## config.mk

```make
export PLATFORM = sky130hd
export DESIGN_NAME = data_mem_ctrl
export DESIGN_NICKNAME = d
export VERILOG_FILES = /design/src/rtl/data_mem_ctrl_pkg.sv /design/src/rtl/dmem_lane_align.sv /design/src/rtl/data_mem_ctrl.sv
export SDC_FILE = /design/constraint.sdc
export NUM_CORES = 2
export LEC_CHECK = 0
export CORE_UTILIZATION = 35
export DETAILED_ROUTE_END_ITERATION = 8
export PLACE_DENSITY = 0.6
export SETUP_SLACK_MARGIN = 0.3
export SLEW_MARGIN = 20
export SYNTH_ARGS = -nofsm -noshare
export SYNTH_HDL_FRONTEND = slang
export SYNTH_SLANG_ARGS = --single-unit
```

## constraint.sdc

```tcl
create_clock -name im_clk -period 11.6 [get_ports im_clk]
set_clock_uncertainty 0.2 [all_clocks]
set_input_delay 1.16 -clock im_clk [delete_from_list [all_inputs] [get_ports im_clk]]
set_output_delay 1.16 -clock im_clk [all_outputs]
set_load 0.01 [all_outputs]
```

## src/rtl/data_mem_ctrl_pkg.sv

```systemverilog
// Shared definitions for the data memory controller: default width,
// access size encodings and FSM state encodings.
package data_mem_ctrl_pkg;
   localparam int DMEM_WORD = 64;

   localparam logic [1:0] SZ_B = 2'd0;
   localparam logic [1:0] SZ_H = 2'd1;
   localparam logic [1:0] SZ_W = 2'd2;
   localparam logic [1:0] SZ_D = 2'd3;

   typedef enum logic [1:0] {
      ST_IDLE = 2'd0,
      ST_WAIT = 2'd1,
      ST_RESP = 2'd2
   } state_t;
endpackage

```

## src/rtl/dmem_lane_align.sv

```systemverilog
// Byte-lane alignment for one RAM entry: extracts and extends load data,
// merges store bytes into the entry and flags misaligned addresses.
module dmem_lane_align
   import data_mem_ctrl_pkg::*;
#(
   parameter  int WORD = DMEM_WORD,
   localparam int LB   = $clog2(WORD / 8)
) (
   input  logic [WORD-1:0] entry,
   input  logic [LB-1:0]   lane,
   input  logic [1:0]      size,
   input  logic            sgn,
   input  logic [WORD-1:0] wdata,
   output logic [WORD-1:0] rdata,
   output logic [WORD-1:0] wentry,
   output logic            misaligned
);
   logic [WORD-1:0] mask;
   logic [WORD-1:0] lmask;
   logic [WORD-1:0] shifted;
   logic [LB+2:0]   bit_ofs;
   int              nbits;

   always_comb begin
      nbits = 8 << size;
      mask  = '1;
      if (nbits < WORD) mask = ~({WORD{1'b1}} << nbits);
      bit_ofs = {lane, 3'b000};
      shifted = entry >> bit_ofs;
      rdata   = shifted & mask;
      // mask ^ (mask >> 1) isolates the sign bit of the access
      if (sgn && (|(rdata & (mask ^ (mask >> 1))))) rdata = rdata | ~mask;
      lmask      = mask << bit_ofs;
      wentry     = (entry & ~lmask) | ((wdata << bit_ofs) & lmask);
      misaligned = (int'(lane) & ((1 << size) - 1)) != 0;
   end
endmodule

```

## src/rtl/data_mem_ctrl.sv

```systemverilog
// Byte-addressed data memory with valid/ready handshake and fixed access
// latency. The array access happens on the edge that enters RESP.
module data_mem_ctrl
   import data_mem_ctrl_pkg::*;
#(
   parameter int WORD    = DMEM_WORD,
   parameter int DEPTH   = 32,
   parameter int ADDR_W  = 64,
   parameter int LATENCY = 1
) (
   input  logic              im_clk,
   input  logic              im_rst_n,
   input  logic              req_valid,
   output logic              req_ready,
   input  logic              req_write,
   input  logic [ADDR_W-1:0] req_addr,
   input  logic [1:0]        req_size,
   input  logic              req_signed,
   input  logic [WORD-1:0]   req_wdata,
   output logic              rsp_valid,
   input  logic              rsp_ready,
   output logic [WORD-1:0]   rsp_rdata,
   output logic              rsp_err
);
   localparam int NB = WORD / 8;
   localparam int LB = $clog2(NB);
   localparam int IW = (DEPTH > 1) ? $clog2(DEPTH) : 1;

   state_t            state, state_nxt;
   logic [3:0]        cnt;
   logic              a_write, a_signed;
   logic [ADDR_W-1:0] a_addr;
   logic [1:0]        a_size;
   logic [WORD-1:0]   a_wdata;
   logic [WORD-1:0]   mem [DEPTH];

   logic              accept, do_access;
   logic              x_write, x_signed;
   logic [ADDR_W-1:0] x_addr;
   logic [1:0]        x_size;
   logic [WORD-1:0]   x_wdata;
   logic [IW-1:0]     idx;
   logic              in_range, oversize, misaligned, err;
   logic [WORD-1:0]   entry, ld_data, st_entry;

   assign accept    = req_ready && req_valid;
   assign do_access = im_rst_n && ((accept && LATENCY == 1) || (state == ST_WAIT && cnt == 4'd0));

   // With LATENCY=1 the access uses the live request, otherwise the latched one
   always_comb begin
      if (state == ST_IDLE) begin
         x_write = req_write; x_signed = req_signed; x_addr = req_addr;
         x_size  = req_size;  x_wdata  = req_wdata;
      end else begin
         x_write = a_write;   x_signed = a_signed;   x_addr = a_addr;
         x_size  = a_size;    x_wdata  = a_wdata;
      end
   end

   assign in_range = (x_addr >> LB) < ADDR_W'(DEPTH);
   assign oversize = (1 << x_size) > NB;
   assign idx      = x_addr[LB +: IW];
   assign entry    = in_range ? mem[idx] : '0;
   assign err      = !in_range || oversize || misaligned;

   dmem_lane_align #(.WORD(WORD)) u_align (
      .entry      (entry),
      .lane       (x_addr[LB-1:0]),
      .size       (x_size),
      .sgn        (x_signed),
      .wdata      (x_wdata),
      .rdata      (ld_data),
      .wentry     (st_entry),
      .misaligned (misaligned)
   );

   always_ff @(posedge im_clk or negedge im_rst_n) begin
      if (!im_rst_n) state <= ST_IDLE;
      else           state <= state_nxt;
   end

   always_comb begin
      state_nxt = state;
      case (state)
         ST_IDLE: if (req_valid) state_nxt = (LATENCY == 1) ? ST_RESP : ST_WAIT;
         ST_WAIT: if (cnt == 4'd0) state_nxt = ST_RESP;
         ST_RESP: if (rsp_ready) state_nxt = ST_IDLE;
         default: state_nxt = ST_IDLE;
      endcase
   end

   always_comb begin
      req_ready = im_rst_n && (state == ST_IDLE);
      rsp_valid = (state == ST_RESP);
   end

   always_ff @(posedge im_clk or negedge im_rst_n) begin
      if (!im_rst_n) begin
         cnt       <= '0;
         a_write   <= 1'b0;
         a_signed  <= 1'b0;
         a_addr    <= '0;
         a_size    <= '0;
         a_wdata   <= '0;
         rsp_rdata <= '0;
         rsp_err   <= 1'b0;
      end else begin
         if (accept) begin
            a_write  <= req_write;
            a_signed <= req_signed;
            a_addr   <= req_addr;
            a_size   <= req_size;
            a_wdata  <= req_wdata;
            cnt      <= 4'((LATENCY >= 2) ? LATENCY - 2 : 0);
         end else if (state == ST_WAIT && cnt != 4'd0) begin
            cnt <= cnt - 4'd1;
         end
         if (do_access) begin
            rsp_rdata <= (x_write || err) ? '0 : ld_data;
            rsp_err   <= err;
         end
      end
   end

   // RAM contents survive reset; an errored access never writes
   always_ff @(posedge im_clk) begin
      if (do_access && x_write && !err) mem[idx] <= st_entry;
   end
endmodule

```

# [Word level (Yosys, flattened, before mapping)]
# Memories as Yosys holds them, arrays and structs flattened.
# Cells that the tools add are included.
[totals] wordCells=75 inputBits=136 reg_bits=203 output_inout_bits=67 ram_bits=2048 memories=1
[mem_list] name="mem" depth=32 width=64 rd=1 rd_clocked_by_memory_dff=0 write_ports=1 line_no="data_mem_ctrl.sv:35" rtl="logic [WORD-1:0] mem [DEPTH];"
[classes] reduce_logical=21 muxes=17 eq_ne=5 addsub=2 n_shift=6 order_cmp=3 bitwise_logic=11
[op_table] operator="two-way mux 64 bit" count=6
[op_table] operator="AND 64 bit" count=4
[op_table] operator="inverter 64 bit" count=3
[op_table] operator="bitwise OR 64 bit" count=2
[op_table] operator="<< shifter 64 x 6 -> 64 bit" count=2
[op_table] operator="OR reduction 64 bit" count=1
[op_table] operator="<< shifter 64 x 32 -> 64 bit (first input constant)" count=1
[op_table] operator="right shift 64 x 6 -> 64 bit" count=1
[op_table] operator="bitwise XOR 64 x 63 -> 64 bit" count=1
[op_table] operator="< comparator 61 x 6 -> 1 bit (second input constant)" count=1
[op_table] operator="AND 4 x 32 -> 32 bit" count=1
[op_table] operator="greater-than comparator 32 x 5 -> 1 bit (second input constant)" count=1
[op_table] operator="< comparator 32 x 8 -> 1 bit (second input constant)" count=1
[op_table] operator="nonzero test 32 bit" count=1
[op_table] operator="<< shifter 1 x 2 -> 32 bit (first input constant)" count=1
[op_table] operator="<< shifter 4 x 2 -> 32 bit (first input constant)" count=1
[op_table] operator="subtractor 32 x 2 -> 32 bit (second input constant)" count=1
[op_table] operator="logical AND 1 bit" count=8
[op_table] operator="two-way mux 2 bit" count=4
[op_table] operator="two-way mux 4 bit" count=2
[op_table] operator="case mux 2 bit (3 select lines)" count=1
[op_table] operator="logical NOT 4 bit" count=1
[op_table] operator="logical OR 1 bit" count=4
[op_table] operator="two-way mux 1 bit" count=4
[op_table] operator="other kinds (10)" count=12

# [Depth between registers and ports, before layout]
[logic_depth] ltp_word=12 depth_mapped=18 mapped_depth_nobuf=10

# [Modules after synthesis]
# From an unflattened synthesis, not the netlist that was laid out.
[unflattened] cells_unflattened=5972 area_unflattened_um2=90860.9
[modules_own_cells] mod="data_mem_ctrl" cells_per_inst=5368 seq_area_each_um2=66453.7 n_inst=1 area_per_inst_um2=85876.1
[modules_own_cells] mod="dmem_lane_align" cells_per_inst=604 seq_area_each_um2=0.0 n_inst=1 area_per_inst_um2=4984.8

# [Worst setup path after synthesis]
# No wires, ideal clock.
[synth_timing] path_type="input to register" start="in req_addr[35]" end="mem mem[13][0] in the netlist's numbering (enable)" arrival_time_ns=5.849 required_time_ns=10.913 cell_stages=10 n_path_buf=3 setup_ns=0.487 setup_slack_ns=5.065 path_cell_list="or3_1 -> nor3_1 -> o21ai_1 -> buf_2 -> buf_6 -> clkbuf_1 -> or3_1 -> nor2_1 -> nand2_1 -> nor2_1"
[synth_between] elab_chain_len=9
[synth_rtl] item="from (decl)" line_no="data_mem_ctrl.sv:16" rtl="input logic [ADDR_W-1:0] req_addr,"
[synth_rtl] item="two-way mux 64 bit" line_no="data_mem_ctrl.sv:51" rtl="if (state == ST_IDLE) begin"
[synth_rtl] item="< comparator 61 x 6 -> 1 bit" line_no="data_mem_ctrl.sv:60" rtl="assign in_range = (x_addr >> LB) < ADDR_W'(DEPTH);"
[synth_rtl] item="logical NOT 1 bit" line_no="data_mem_ctrl.sv:64" rtl="assign err = !in_range || oversize || misaligned;"
[synth_rtl] item="logical OR 1 bit (2 in a row)" line_no="data_mem_ctrl.sv:64"
[synth_rtl] item="logical NOT 1 bit" line_no="data_mem_ctrl.sv:127" rtl="if (do_access && x_write && !err) mem[idx] <= st_entry;"
[synth_rtl] item="logical AND 1 bit" line_no="data_mem_ctrl.sv:127"
[synth_rtl] item="two-way mux 1 bit" line_no="data_mem_ctrl.sv:127"
[synth_rtl] item="two-way mux 1 bit (not written as such)" line_no="data_mem_ctrl.sv:127"
[synth_rtl] item="to (decl)" line_no="data_mem_ctrl.sv:35"
# No other way between the ends.

# [Worst setup path in the final report]
[layout_timing] start="reg state[1]" end="mem mem[0][28] in the netlist's numbering (enable)"
[layout_between] elab_chain_len=11 word_cells_on_any_way=24 cone_classes="1 x add/sub; 2 x order compare; 1 x eq/ne; 1 x shift; 5 x mux; 1 x bitwise; 13 x reduce/logical"
[layout_rtl] item="from (decl)" line_no="data_mem_ctrl.sv:29" rtl="state_t state, state_nxt;"
[layout_rtl] item="from (signal assigned)" line_no="data_mem_ctrl.sv:79" rtl="else state <= state_nxt;"
[layout_rtl] item="logical NOT 2 bit" line_no="data_mem_ctrl.sv:51, data_mem_ctrl.sv:93"
[layout_rtl] item="two-way mux 2 bit" line_no="data_mem_ctrl.sv:51"
[layout_rtl] item="<< shifter 1 x 2 -> 32 bit" line_no="dmem_lane_align.sv:35, data_mem_ctrl.sv:61"
[layout_rtl] item="subtractor 32 x 2 -> 32 bit" line_no="dmem_lane_align.sv:35" rtl="misaligned = (int'(lane) & ((1 << size) - 1)) != 0;"
[layout_rtl] item="AND 4 x 32 -> 32 bit" line_no="dmem_lane_align.sv:35"
[layout_rtl] item="nonzero test 32 bit" line_no="dmem_lane_align.sv:35"
[layout_rtl] item="logical OR 1 bit" line_no="data_mem_ctrl.sv:64"
[layout_rtl] item="logical NOT 1 bit" line_no="data_mem_ctrl.sv:127"
[layout_rtl] item="logical AND 1 bit" line_no="data_mem_ctrl.sv:127"
[layout_rtl] item="two-way mux 1 bit" line_no="data_mem_ctrl.sv:127"
[layout_rtl] item="two-way mux 1 bit (not written as such)" line_no="data_mem_ctrl.sv:127"
# Parallel ways exist; a longest one is shown, timed or not.

==> summary.txt <==
Outcome
  • Run status: finished, violations left
  • Failing checks: design-rule violations

Detailed routing
  • DR WL/cell: 29.7 um
  • Initial DRC count: 9,636
  • 1st-pass router iterations: 9
  • Via Count: 64,600
  • Routed Antenna Nets: 0
  • Vias per cell: 5.81
  • Post-Route WL: 331 mm
  • # DRC: 98

Critical path
  • Worst EP required: 11.88 ns
  • Crit. End Element: flip-flop
  • CP max FO: 45
  • Kind of start point of the critical path: flip-flop
  • CP Class: reg -> reg
  • R2R depth: 9
  • CP arrival: 6.88 ns

Power and ir drop
  • Worst vdd ir: 173 uV
  • Leakage Power: 37.4 nW
  • PD cells: 193 nW/um^2

Clocking
  • Clk sink count: 2,246
  • Post-CTS Setup Bufs: 0
  • CTS H-Tree Depth: 4
  • Cts hold-fix bufs: 0
  • Reg clk slew, reported paths: 0.06 ns
  • Clock Latency Late Sink: 0.89 ns
  • Clock Path Buffers: 3
  • Post-CTS Resized: 0
  • Cts bufs inserted: 217
  • Clock Root Buffer: clkbuf_16
  • TritonCTS clock tree: yes

Floorplan
  • Die width: 519 um
  • Initial Utilization: 35.2%
  • Die Area: 269,000 sq um
  • Core area: 266,000 sq um
  • Rows: 189
  • Die Ht: 519 um
  • # IOs: 203

Logic synthesis
  • Flops & latches, synth: 2,246
  • Syn Nets: 7,381
  • Compound-Gate Fraction of Synth Area: 6.37%
  • Post-Synthesis Cells: 7,245
  • Number of synthesized flops with an enable pin: 2,048
  • Synth warn: 0
  • Syn Area/Cell: 12.9 sq um
  • Adder-Cell Fraction of Synth Area: 0%
  • Synthesized area: 93,600 sq um
  • Post-synth ARST share: 8.82%
  • Synth Flop Type: edfxtp_1
  • Synth cell types: 91
  • Synth Area in XOR/XNOR: 0%
  • Synth Area in Simple Gates: 15.1%
  • Sequential share of the synthesized area: 71.0%
  • Largest family of logic cells by synthesized area: simple AND/OR/NAND/NOR gates
  • Post-synthesis mux area share: 4.79%

Timing
  • Relative slew slack: 14.2%
  • Fin crit share: 56.9%
  • Setup TNS: 0 ns
  • Endpoints failing hold: 0
  • Final setup vio count: 0
  • Max Slew Vio Count: 0
  • Min Tclk post-route: 6.60 ns
  • Fmax: 152 MHz
  • Least-Margin Pin Slew: 1.27 ns
  • RSZ-0062 raised after global routing: false

Final layout
  • Share of layout cells above drive strength 1: 10.1%
  • Nets: 7,541
  • Most frequent cells in the layout: nand2_1, edfxtp_1, nand3_1
  • Fillers: 24,400
  • Area Overhead vs Synth: 14.2%
  • Non-filler cells in the finished layout: 11,100
  • Commonest non-fill, non-tap cell in the layout: nand2_1

Global routing
  • GRT overflow: 0
  • Largest net degree at the start of global routing: 168
  • First-pass GRT wire length: 464 mm
  • Initial antenna violation count: 13
  • Vias in the first global route: 60,300
  • GRT Overall Usage: 24.0%

Placement
  • Dpl cells: 10,700
  • Routability cong.: 0.934
  • Post-DP HPWL: 191 mm
  • Buffers added on ports: 202

Flow run
  • Max cap viols: 0

Min path
  • Path type of the worst min-delay path: in -> async
==> critical path, cell delays in order (launching register included) <==
cell and delay (ns):
dfrtp_4 0.76, buf_4 0.62, mux2_4 0.53, nor2_1 0.39
o221ai_1 0.42, or3_1 0.54, nor2_1 0.15, nand2_1 0.52
nor2_4 0.99, buf_4 0.96
==> registers in the layout (all words and copies together) (netlist names) <==
register	count
a_addr	64
a_signed	1
a_size	2
a_wdata	64
a_write	1
mem	2048
rsp_err	1
rsp_rdata	64
state	1
==> cell families after synthesis <==
kind of cell           Yosys count
AND/OR/NAND/NOR               3236
buffers and inverters          470
multiplexers                   407
AO/OA/AOI/OAI                  886
flip-flops                    2246
==> path summary, 6_finish.rpt <==
check	start	endpoint	slack, ns
max in group asynchronous	im_rst_n	rsp_rdata[36]	8.92
worst max register to register	state[1]	mem[0][28]	5.00
worst min-delay path	im_rst_n	a_addr[42]	0.03
min in group im_clk	a_addr[34]	a_addr[34]	0.27
worst min register to register	a_addr[34]	a_addr[34]	0.27
worst max-delay path	state[1]	mem[0][28]	5.00
==> metrics by stage <==
| stage | cell area (sq um) | setup WS [ns] | util [%] | total power, mW | hold WS [ns] |
|---|---|---|---|---|---|
| 6_report | 107000 | 5.00 | 40.3 | 20.7 | 0.0296 |
| 5_1_grt | 107000 | 4.91 | 40.2 | 21.2 | 0.0603 |
| 4_1_cts | 107000 | 5.15 | 40.2 | 20.6 | 0.0119 |
| 3_5_place_dp | 100000 | 4.46 | 37.7 | 13.8 | 0.258 |
| 3_3_place_gp | 99900 | 4.55 | 37.6 | 13.8 | 0.253 |
| 2_1_floorplan | 93600 | 5.06 | - | 12.2 | 0.237 |
==> cells in the mapped netlist, drive strengths merged, types with 18 or more instances <==
| cell type | instances | area (sq um) |
|---|---|---|
| nor2 | 143 | 537 |
| buf | 333 | 2070 |
| o21ai | 106 | 531 |
| dfrtp | 198 | 4950 |
| nand4 | 84 | 526 |
| a31oi | 38 | 244 |
| edfxtp | 2048 | 61500 |
| a22o | 18 | 158 |
| and2 | 20 | 125 |
| a21oi | 289 | 1480 |
| or4 | 23 | 173 |
| mux4 | 22 | 495 |
| a21o | 90 | 676 |
| mux2i | 306 | 3090 |
| nor4 | 85 | 544 |
| nand3 | 630 | 3150 |
| a22oi | 31 | 233 |
| and3 | 42 | 263 |
| nor2b | 22 | 138 |
| o211ai | 33 | 248 |
| a211oi | 39 | 298 |
| nor3 | 50 | 270 |
| a32oi | 104 | 911 |
| o22ai | 39 | 244 |
| mux2 | 79 | 897 |
| clkbuf | 134 | 504 |
| nand2 | 2065 | 7750 |
==> metal layers <==
| layer | up-vias | routed length, um | GRT usage (%) |
|---|---|---|---|
| met4 | 10 | 17300 | 11.3 |
| met2 | 4213 | 146000 | 36.2 |
| li1 | 27100 | - | - |
| met1 | 32500 | 129000 | 32.8 |
| met5 | - | 353 | 0 |
| met3 | 795 | 38500 | 5.58 |
==> final cells by class <==
class                   count  area [sq um]  area share [%]
inverters                   3          11.3          0.0105
well taps                3533          4420            4.14
clock inverters           129           973           0.911
repair buffers            408          3850            3.60
multi-input cells        4529         25400            23.8
diodes                      4          10.0         0.00936
flip-flops and latches   2246         66500            62.2
clock buffers             277          5760            5.39
==> where the power goes <==
part | internal, mW | total [mW] | switching (mW)
logic | 1.09 | 4.28 | 3.19
registers | 9.46 | 9.55 | 0.0981
clock network | 3.73 | 6.84 | 3.11
No activity file was read; power rests on OpenSTA's default activity.
